`src/rtl/rib_arb_pkg.sv`:
```
// Shared types and constants for the RIB bus arbiter.
package rib_arb_pkg;

  typedef enum logic [1:0] {
    IDLE = 2'd0,
    BUSY = 2'd1,
    DONE = 2'd2,
    ERR  = 2'd3
  } arb_state_e;

  // Master slots on the shared bus.
  localparam int M_JTAG = 0;
  localparam int M_EX   = 1;
  localparam int M_PC   = 2;
  localparam int M_UART = 3;
  localparam int NUM_MASTERS = M_UART + 1;

  // Round-robin successor over slots 1..last; slot 0 never takes part in the rotation.
  function automatic int unsigned rr_next(input int unsigned idx, input int unsigned last);
    return (idx >= last) ? 32'd1 : idx + 32'd1;
  endfunction

endpackage

```
`src/rtl/rib_arb_ctrl_rr_pick.sv`:
```
// Combinational winner picker: slot 0 wins outright, others rotate from the pointer.
module rr_pick
  import rib_arb_pkg::*;
#(
  parameter int NUM_M = 4,
  localparam int PW = $clog2(NUM_M)
) (
  input  logic [NUM_M-1:0] req_i,
  input  logic [PW-1:0]    ptr_i,
  output logic [NUM_M-1:0] gnt_o,
  output logic             valid_o
);

  logic [PW-1:0] idx;
  logic          found;

  // Walk slots starting at the pointer and grant the first requester found.
  always_comb begin
    gnt_o = '0;
    found = 1'b0;
    idx   = ptr_i;
    if (req_i[M_JTAG]) begin
      gnt_o[M_JTAG] = 1'b1;
      found         = 1'b1;
    end
    for (int k = 0; k < NUM_M - 1; k++) begin
      if (!found && req_i[idx]) begin
        gnt_o[idx] = 1'b1;
        found      = 1'b1;
      end
      idx = PW'(rr_next(32'(idx), NUM_M - 1));
    end
  end

  assign valid_o = |req_i;

endmodule

```
`src/rtl/rib_arb_ctrl.sv`:
```
// Sequencing arbiter for the shared RIB slave bus: one master at a time, ack or timeout.
module rib_arb_ctrl
  import rib_arb_pkg::*;
#(
  parameter int NUM_M   = NUM_MASTERS,
  parameter int AW      = 32,
  parameter int DW      = 32,
  parameter int TIMEOUT = 255
) (
  input  logic                clk,
  input  logic                rst,
  input  logic [NUM_M-1:0]    m_req_i,
  input  logic [NUM_M-1:0]    m_we_i,
  input  logic [NUM_M*AW-1:0] m_addr_i,
  input  logic [NUM_M*DW-1:0] m_wdata_i,
  output logic [NUM_M-1:0]    m_ack_o,
  output logic [NUM_M-1:0]    m_err_o,
  output logic [DW-1:0]       m_rdata_o,
  output logic                s_req_o,
  output logic                s_we_o,
  output logic [AW-1:0]       s_addr_o,
  output logic [DW-1:0]       s_wdata_o,
  input  logic [DW-1:0]       s_rdata_i,
  input  logic                s_ack_i,
  output logic                hold_flag_o,
  output logic [NUM_M-1:0]    gnt_o
);

  localparam int PW = $clog2(NUM_M);
  localparam int CW = $clog2(TIMEOUT + 1);

  arb_state_e       state_q, state_d;
  logic [NUM_M-1:0] gnt_q, gnt_d;
  logic             we_q, we_d;
  logic [AW-1:0]    addr_q, addr_d;
  logic [DW-1:0]    wdata_q, wdata_d;
  logic [DW-1:0]    rdata_q, rdata_d;
  logic [CW-1:0]    cnt_q, cnt_d;
  logic [PW-1:0]    ptr_q, ptr_d;

  logic [NUM_M-1:0] pick_gnt;
  logic             pick_valid;
  logic [PW-1:0]    win_idx;
  logic [AW-1:0]    addr_arr  [NUM_M];
  logic [DW-1:0]    wdata_arr [NUM_M];
  logic             busy;

  for (genvar gi = 0; gi < NUM_M; gi++) begin : g_unpack
    assign addr_arr[gi]  = m_addr_i[gi*AW +: AW];
    assign wdata_arr[gi] = m_wdata_i[gi*DW +: DW];
  end

  rr_pick #(.NUM_M(NUM_M)) u_pick (
    .req_i   (m_req_i),
    .ptr_i   (ptr_q),
    .gnt_o   (pick_gnt),
    .valid_o (pick_valid)
  );

  // One-hot winner to index for request capture and pointer update.
  always_comb begin
    win_idx = '0;
    for (int i = 0; i < NUM_M; i++) begin
      if (pick_gnt[i]) win_idx = PW'(i);
    end
  end

  // State and capture registers; reset aborts any transfer silently.
  always_ff @(posedge clk) begin
    if (rst) begin
      state_q <= IDLE;
      gnt_q   <= '0;
      we_q    <= 1'b0;
      addr_q  <= '0;
      wdata_q <= '0;
      rdata_q <= '0;
      cnt_q   <= '0;
      ptr_q   <= PW'(1);
    end else begin
      state_q <= state_d;
      gnt_q   <= gnt_d;
      we_q    <= we_d;
      addr_q  <= addr_d;
      wdata_q <= wdata_d;
      rdata_q <= rdata_d;
      cnt_q   <= cnt_d;
      ptr_q   <= ptr_d;
    end
  end

  // Next-state: arbitrate in IDLE, wait for ack or timeout in BUSY, single-cycle DONE/ERR.
  always_comb begin
    state_d = state_q;
    gnt_d   = gnt_q;
    we_d    = we_q;
    addr_d  = addr_q;
    wdata_d = wdata_q;
    rdata_d = rdata_q;
    cnt_d   = cnt_q;
    ptr_d   = ptr_q;
    case (state_q)
      IDLE: begin
        if (pick_valid) begin
          state_d = BUSY;
          gnt_d   = pick_gnt;
          we_d    = m_we_i[win_idx];
          addr_d  = addr_arr[win_idx];
          wdata_d = wdata_arr[win_idx];
          cnt_d   = '0;
          // JTAG wins by priority, so it does not move the rotation.
          if (!pick_gnt[M_JTAG]) ptr_d = PW'(rr_next(32'(win_idx), NUM_M - 1));
        end
      end
      BUSY: begin
        // An ack arriving on the timeout cycle still counts as success.
        if (s_ack_i) begin
          state_d = DONE;
          rdata_d = s_rdata_i;
        end else if (cnt_q == CW'(TIMEOUT)) begin
          state_d = ERR;
        end else begin
          cnt_d = cnt_q + CW'(1);
        end
      end
      DONE, ERR: begin
        state_d = IDLE;
        gnt_d   = '0;
      end
      default: state_d = IDLE;
    endcase
  end

  assign busy        = (state_q == BUSY);
  assign s_req_o     = busy;
  assign s_we_o      = busy & we_q;
  assign s_addr_o    = busy ? addr_q : '0;
  assign s_wdata_o   = busy ? wdata_q : '0;
  assign m_ack_o     = (state_q == DONE) ? gnt_q : '0;
  assign m_err_o     = (state_q == ERR) ? gnt_q : '0;
  assign m_rdata_o   = ((state_q == DONE) && !we_q) ? rdata_q : '0;
  assign gnt_o       = gnt_q;
  assign hold_flag_o = (m_req_i[M_EX] & ~m_ack_o[M_EX] & ~m_err_o[M_EX]) |
                       (m_req_i[M_PC] & ~m_ack_o[M_PC] & ~m_err_o[M_PC]);

endmodule

```
`config.mk`:
```
export PLATFORM = sky130hd
export DESIGN_NAME = rib_arb_ctrl
export DESIGN_NICKNAME = d
export VERILOG_FILES = /design/src/rtl/rib_arb_pkg.sv /design/src/rtl/rib_arb_ctrl_rr_pick.sv /design/src/rtl/rib_arb_ctrl.sv
export SDC_FILE = /design/constraint.sdc
export NUM_CORES = 1
export LEC_CHECK = 0
export ABC_AREA = 0
export BUFFER_PORTS_ARGS = -buffer_cell sky130_fd_sc_hd__buf_4
export CORE_AREA = 4 4 157 159
export CTS_BUF_LIST = sky130_fd_sc_hd__clkbuf_16
export DETAILED_ROUTE_END_ITERATION = 7
export DIE_AREA = 0 0 161 163
export GPL_TIMING_DRIVEN = 0
export PLACE_DENSITY_LB_ADDON = 0.1
export SLEW_MARGIN = 20
export SYNTH_ARGS = -nofsm -noshare
export SYNTH_HDL_FRONTEND = slang
export SYNTH_HIERARCHICAL = 1
export SYNTH_SLANG_ARGS = --single-unit
```
`constraint.sdc`:
```
create_clock -name clk -period 4.4 [get_ports clk]
set_clock_uncertainty 0.2 [all_clocks]
set_input_delay 0.88 -clock clk [delete_from_list [all_inputs] [get_ports clk]]
set_output_delay 0.88 -clock clk [all_outputs]
set_load 0.02 [all_outputs]
```
==> results list <==
- Result of the run: completed
* Power density of the placed cells: roughly 370 mW/mm²
- Startpoint types: flop
- The netlist uses 45 different library cells.
* Worst slew margin relative to its limit: 0.496
- Top area cells in the synthesized netlist: sky130_fd_sc_hd__dfxtp_1, sky130_fd_sc_hd__mux2i_1, sky130_fd_sc_hd__o21ai_0
- Number of levels in the clock H-tree: 4
* Post-detailed-placement half-perimeter wirelength: between 20000 and 25000 µm
- Final count of pins violating max slew: 0
* TritonRoute pass-1 iters: 4
* Initial antenna violation count: 0
- Worst setup slack after layout: between 0.2 and 0.3 ns
- Count of max-cap constraint violations: 0
* Synthesized netlist cell count: roughly 900
- In the global route stage, overall resource usage came out at 0.213.
* Yosys warning total: 6
- From left edge to right edge, the die measures approximately 160 µm.
* Global placement routability congestion: slightly above 0.8
- Mean area per synthesized cell: 7.84 µm²
- CTS Buffer Depth: 2
- Total leakage power: 4.82 nW
- For this run, the leading register cell type out of synthesis is sky130_fd_sc_hd__dfxtp_1.
- Total standard cell area after synthesis: just under 0.007 mm²
- For this configuration, the core starts out at a cell density of 0.298.
- Clock buffers created by TritonCTS: 17
- Detail-routed via count per cell: approximately 4.7
* Sink Count: approximately 110
* Number of register bits inferred by synthesis: between 100 and 150
- Setup violations remaining at the end of the flow were counted as 0.
* Number of flops mapped to enable cells by yosys: 0
- Global-route wire length before repair: 43400 µm
* Layout overhead on the synthesized area: 59.7%
* Maximum number of pins on one net before global-route repair: 17
- Fin. Hold Viols: 0
* Most common cell in the synthesized netlist: sky130_fd_sc_hd__mux2i_1
* Antenna cell count: 0
* Sequential area share after synthesis: 0.327
- At the pin with the least slew margin, the transition time is around 0.75 ns.
- Crit share post-route: 0.942
- Number of nets in the layout: 1617
- The clock reaches the later pin of the worst-skew pair after approximately 0.42 ns.
* Filler instances: about 2.5k
- Final Routed Wirelength: approximately 29000 µm
* Core Util, Final: 0.475
- STA puts the critical path data arrival time at roughly 4.3 ns.
* Library cell with the largest summed area after synthesis: sky130_fd_sc_hd__dfxtp_1
- Of the post-synthesis cell area, the dominant cell type holds 0.327.
- Worst hold path class: reg -> reg
- The count of buffers added on input and output ports is between 400 and 500.
- Crit Path Class: reg -> reg
* Critical path peak fanout: 10
- In the final routed layout, each cell accounts on average for 17.7 µm.
- In the final layout, the share of cells above drive strength 1 is 0.357.
- The detail route stage leaves a number of antenna-violating nets equal to 0.
- Area of the die: roughly 0.026 mm²
- Total via count in the routed design: roughly 7.7k
- CTS tree: done
* Height of the die: around 160 µm
* Highest achievable clock rate: around 0.24 GHz
* Starting DRC count in detailed routing: around 310
* Synthesized netlist net count: around 1.2k
* Async set-or-reset flop fraction in the synthesized netlist: 0
* Multi-input logic area: 0.00430 mm²
- Row generation in the floorplan step produced 56 rows.
* Core ar.: about 0.023 mm²
* Grt total ovfl: 0
- DRC Markers: 0
* Place WS: between 0.09 and 0.1 ns
- For the worst setup path, the data required time is between 4 and 5 ns.
- Seq. cell area: 0.00226 mm²
* Clock edge transition at the registers on the reported setup and hold paths: approximately 0.060 ns
- Across the VDD grid, the largest voltage drop is between 0.2 and 0.25 mV.
- The via count of the first global-routing pass is slightly below 8k.
- In the synthesized netlist, the cells that appear most often are sky130_fd_sc_hd__mux2i_1, sky130_fd_sc_hd__o21ai_0, sky130_fd_sc_hd__nand2_1, sky130_fd_sc_hd__dfxtp_1, sky130_fd_sc_hd__and2_1.
- Setup repair after global routing left no endpoint under its margin.
- The worst path needs approximately 4.1 ns of the cycle, external delays included.
- Worst Setup End Kind: flop
* # IOs: a little over 400
- Clock Root Buffer: sky130_fd_sc_hd__clkbuf_16
## routing by layer
layer / track usage / part of all wire / vias to the layer above
met5: 0 / 0 / -
met4: 0.0492 / 0.012 / 0
met3: 0.0633 / 0.067 / 22
met2: 0.381 / 0.52 / 240
met1: 0.252 / 0.40 / 3538
li1: - / - / 3929
## repair_timing
| item | in CTS | in global routing |
|---|---|---|
| setup buffers | 0 | 0 |
| endpoints found under the setup margin | 0 | 1 |
| hold buffers | 0 | 0 |
| gates resized for setup | 0 | 3 |
## power by group
part,internal [mW],switching [mW]
registers,1.16,0.0609
logic,0.586,0.711
clock network,1.01,0.532
## cells by family after synthesis
logic type | count (synthesis) | share of synthesized area
AOI/OAI and AO/OA | 256 | 0.195
adders and majority gates | 7 | 0.0127
buffers and inverters | 87 | 0.0524
DFF | 113 | 0.327
muxes | 142 | 0.207
and+or+nand+nor | 278 | 0.205
## registers in the layout, summed over array words and instances, names as in the netlist
name,count
state_q,2
cnt_q,8
gnt_o,4
we_q,1
rdata_q,32
ptr_q,2
wdata_q,32
addr_q,32
## through the flow
stage	power (mW)	instances	hold slack (ns)	instance area [µm²]	TNS [ns]
floorplan	1.98	883	0.232	6920	0
global placement	2.54	1611	0.237	10400	-1.58
detailed placement	2.55	1611	0.242	10400	0
CTS	4.11	1643	0.250	11100	0
global route	4.29	1643	0.267	11100	0
finish	4.06	1643	0.247	11100	0
## worst paths after layout
path,startpoint,to,slack (ns),depth (start not counted)
worst max-delay path,ptr_q[1]$_SDFFE_PP0P_,ptr_q[0]$_SDFFE_PP1P_,0.26,11
worst min-delay path,rdata_q[27]$_SDFFE_PP0P_,rdata_q[27]$_SDFFE_PP0P_,0.25,2
worst max register to register,ptr_q[1]$_SDFFE_PP0P_,ptr_q[0]$_SDFFE_PP1P_,0.26,11
worst min register to register,rdata_q[27]$_SDFFE_PP0P_,rdata_q[27]$_SDFFE_PP0P_,0.25,2
## placed cells by master (no fill, tap or decap), types with 4 or more instances in the layout
| master | instances |
|---|---|
| sky130_fd_sc_hd__dfxtp_1 | 113 |
| sky130_fd_sc_hd__buf_4 | 413 |
| sky130_fd_sc_hd__inv_6 | 4 |
| sky130_fd_sc_hd__mux2i_1 | 139 |
| sky130_fd_sc_hd__clkbuf_1 | 49 |
| sky130_fd_sc_hd__nor3_1 | 6 |
| sky130_fd_sc_hd__ha_1 | 7 |
| sky130_fd_sc_hd__inv_1 | 9 |
| sky130_fd_sc_hd__buf_2 | 17 |
| sky130_fd_sc_hd__buf_1 | 7 |
| sky130_fd_sc_hd__and2_1 | 105 |
| sky130_fd_sc_hd__a21oi_1 | 102 |
| sky130_fd_sc_hd__o21ai_0 | 133 |
| sky130_fd_sc_hd__bufinv_16 | 5 |
| sky130_fd_sc_hd__nand2_1 | 130 |
| sky130_fd_sc_hd__nor2_1 | 7 |
| sky130_fd_sc_hd__clkbuf_16 | 17 |
| sky130_fd_sc_hd__nand3_1 | 5 |
| sky130_fd_sc_hd__and3_1 | 6 |
## area by class of cell
type / count / area share
multi-input combinational: 683 / 0.389
timing repair buffer: 409 / 0.278
sequential: 113 / 0.205
clock buffer: 17 / 0.0385
tap: 319 / 0.0361
buffer: 78 / 0.0299
clock inverter: 15 / 0.0208
inverter: 9 / 0.00306
## critical path, cell delays in order (launching register included)
cell                        delay [ns]
sky130_fd_sc_hd__dfxtp_1          0.47
sky130_fd_sc_hd__inv_1            0.13
sky130_fd_sc_hd__ha_1             0.42
sky130_fd_sc_hd__mux4_2           0.54
sky130_fd_sc_hd__and4bb_4         0.34
sky130_fd_sc_hd__o2bb2ai_2        0.36
sky130_fd_sc_hd__buf_2            0.44
sky130_fd_sc_hd__clkbuf_1         0.41
sky130_fd_sc_hd__inv_1            0.08
sky130_fd_sc_hd__a21o_1           0.17
sky130_fd_sc_hd__ha_1             0.18
sky130_fd_sc_hd__o311ai_0         0.29
Power figures use the tool's default switching activity.
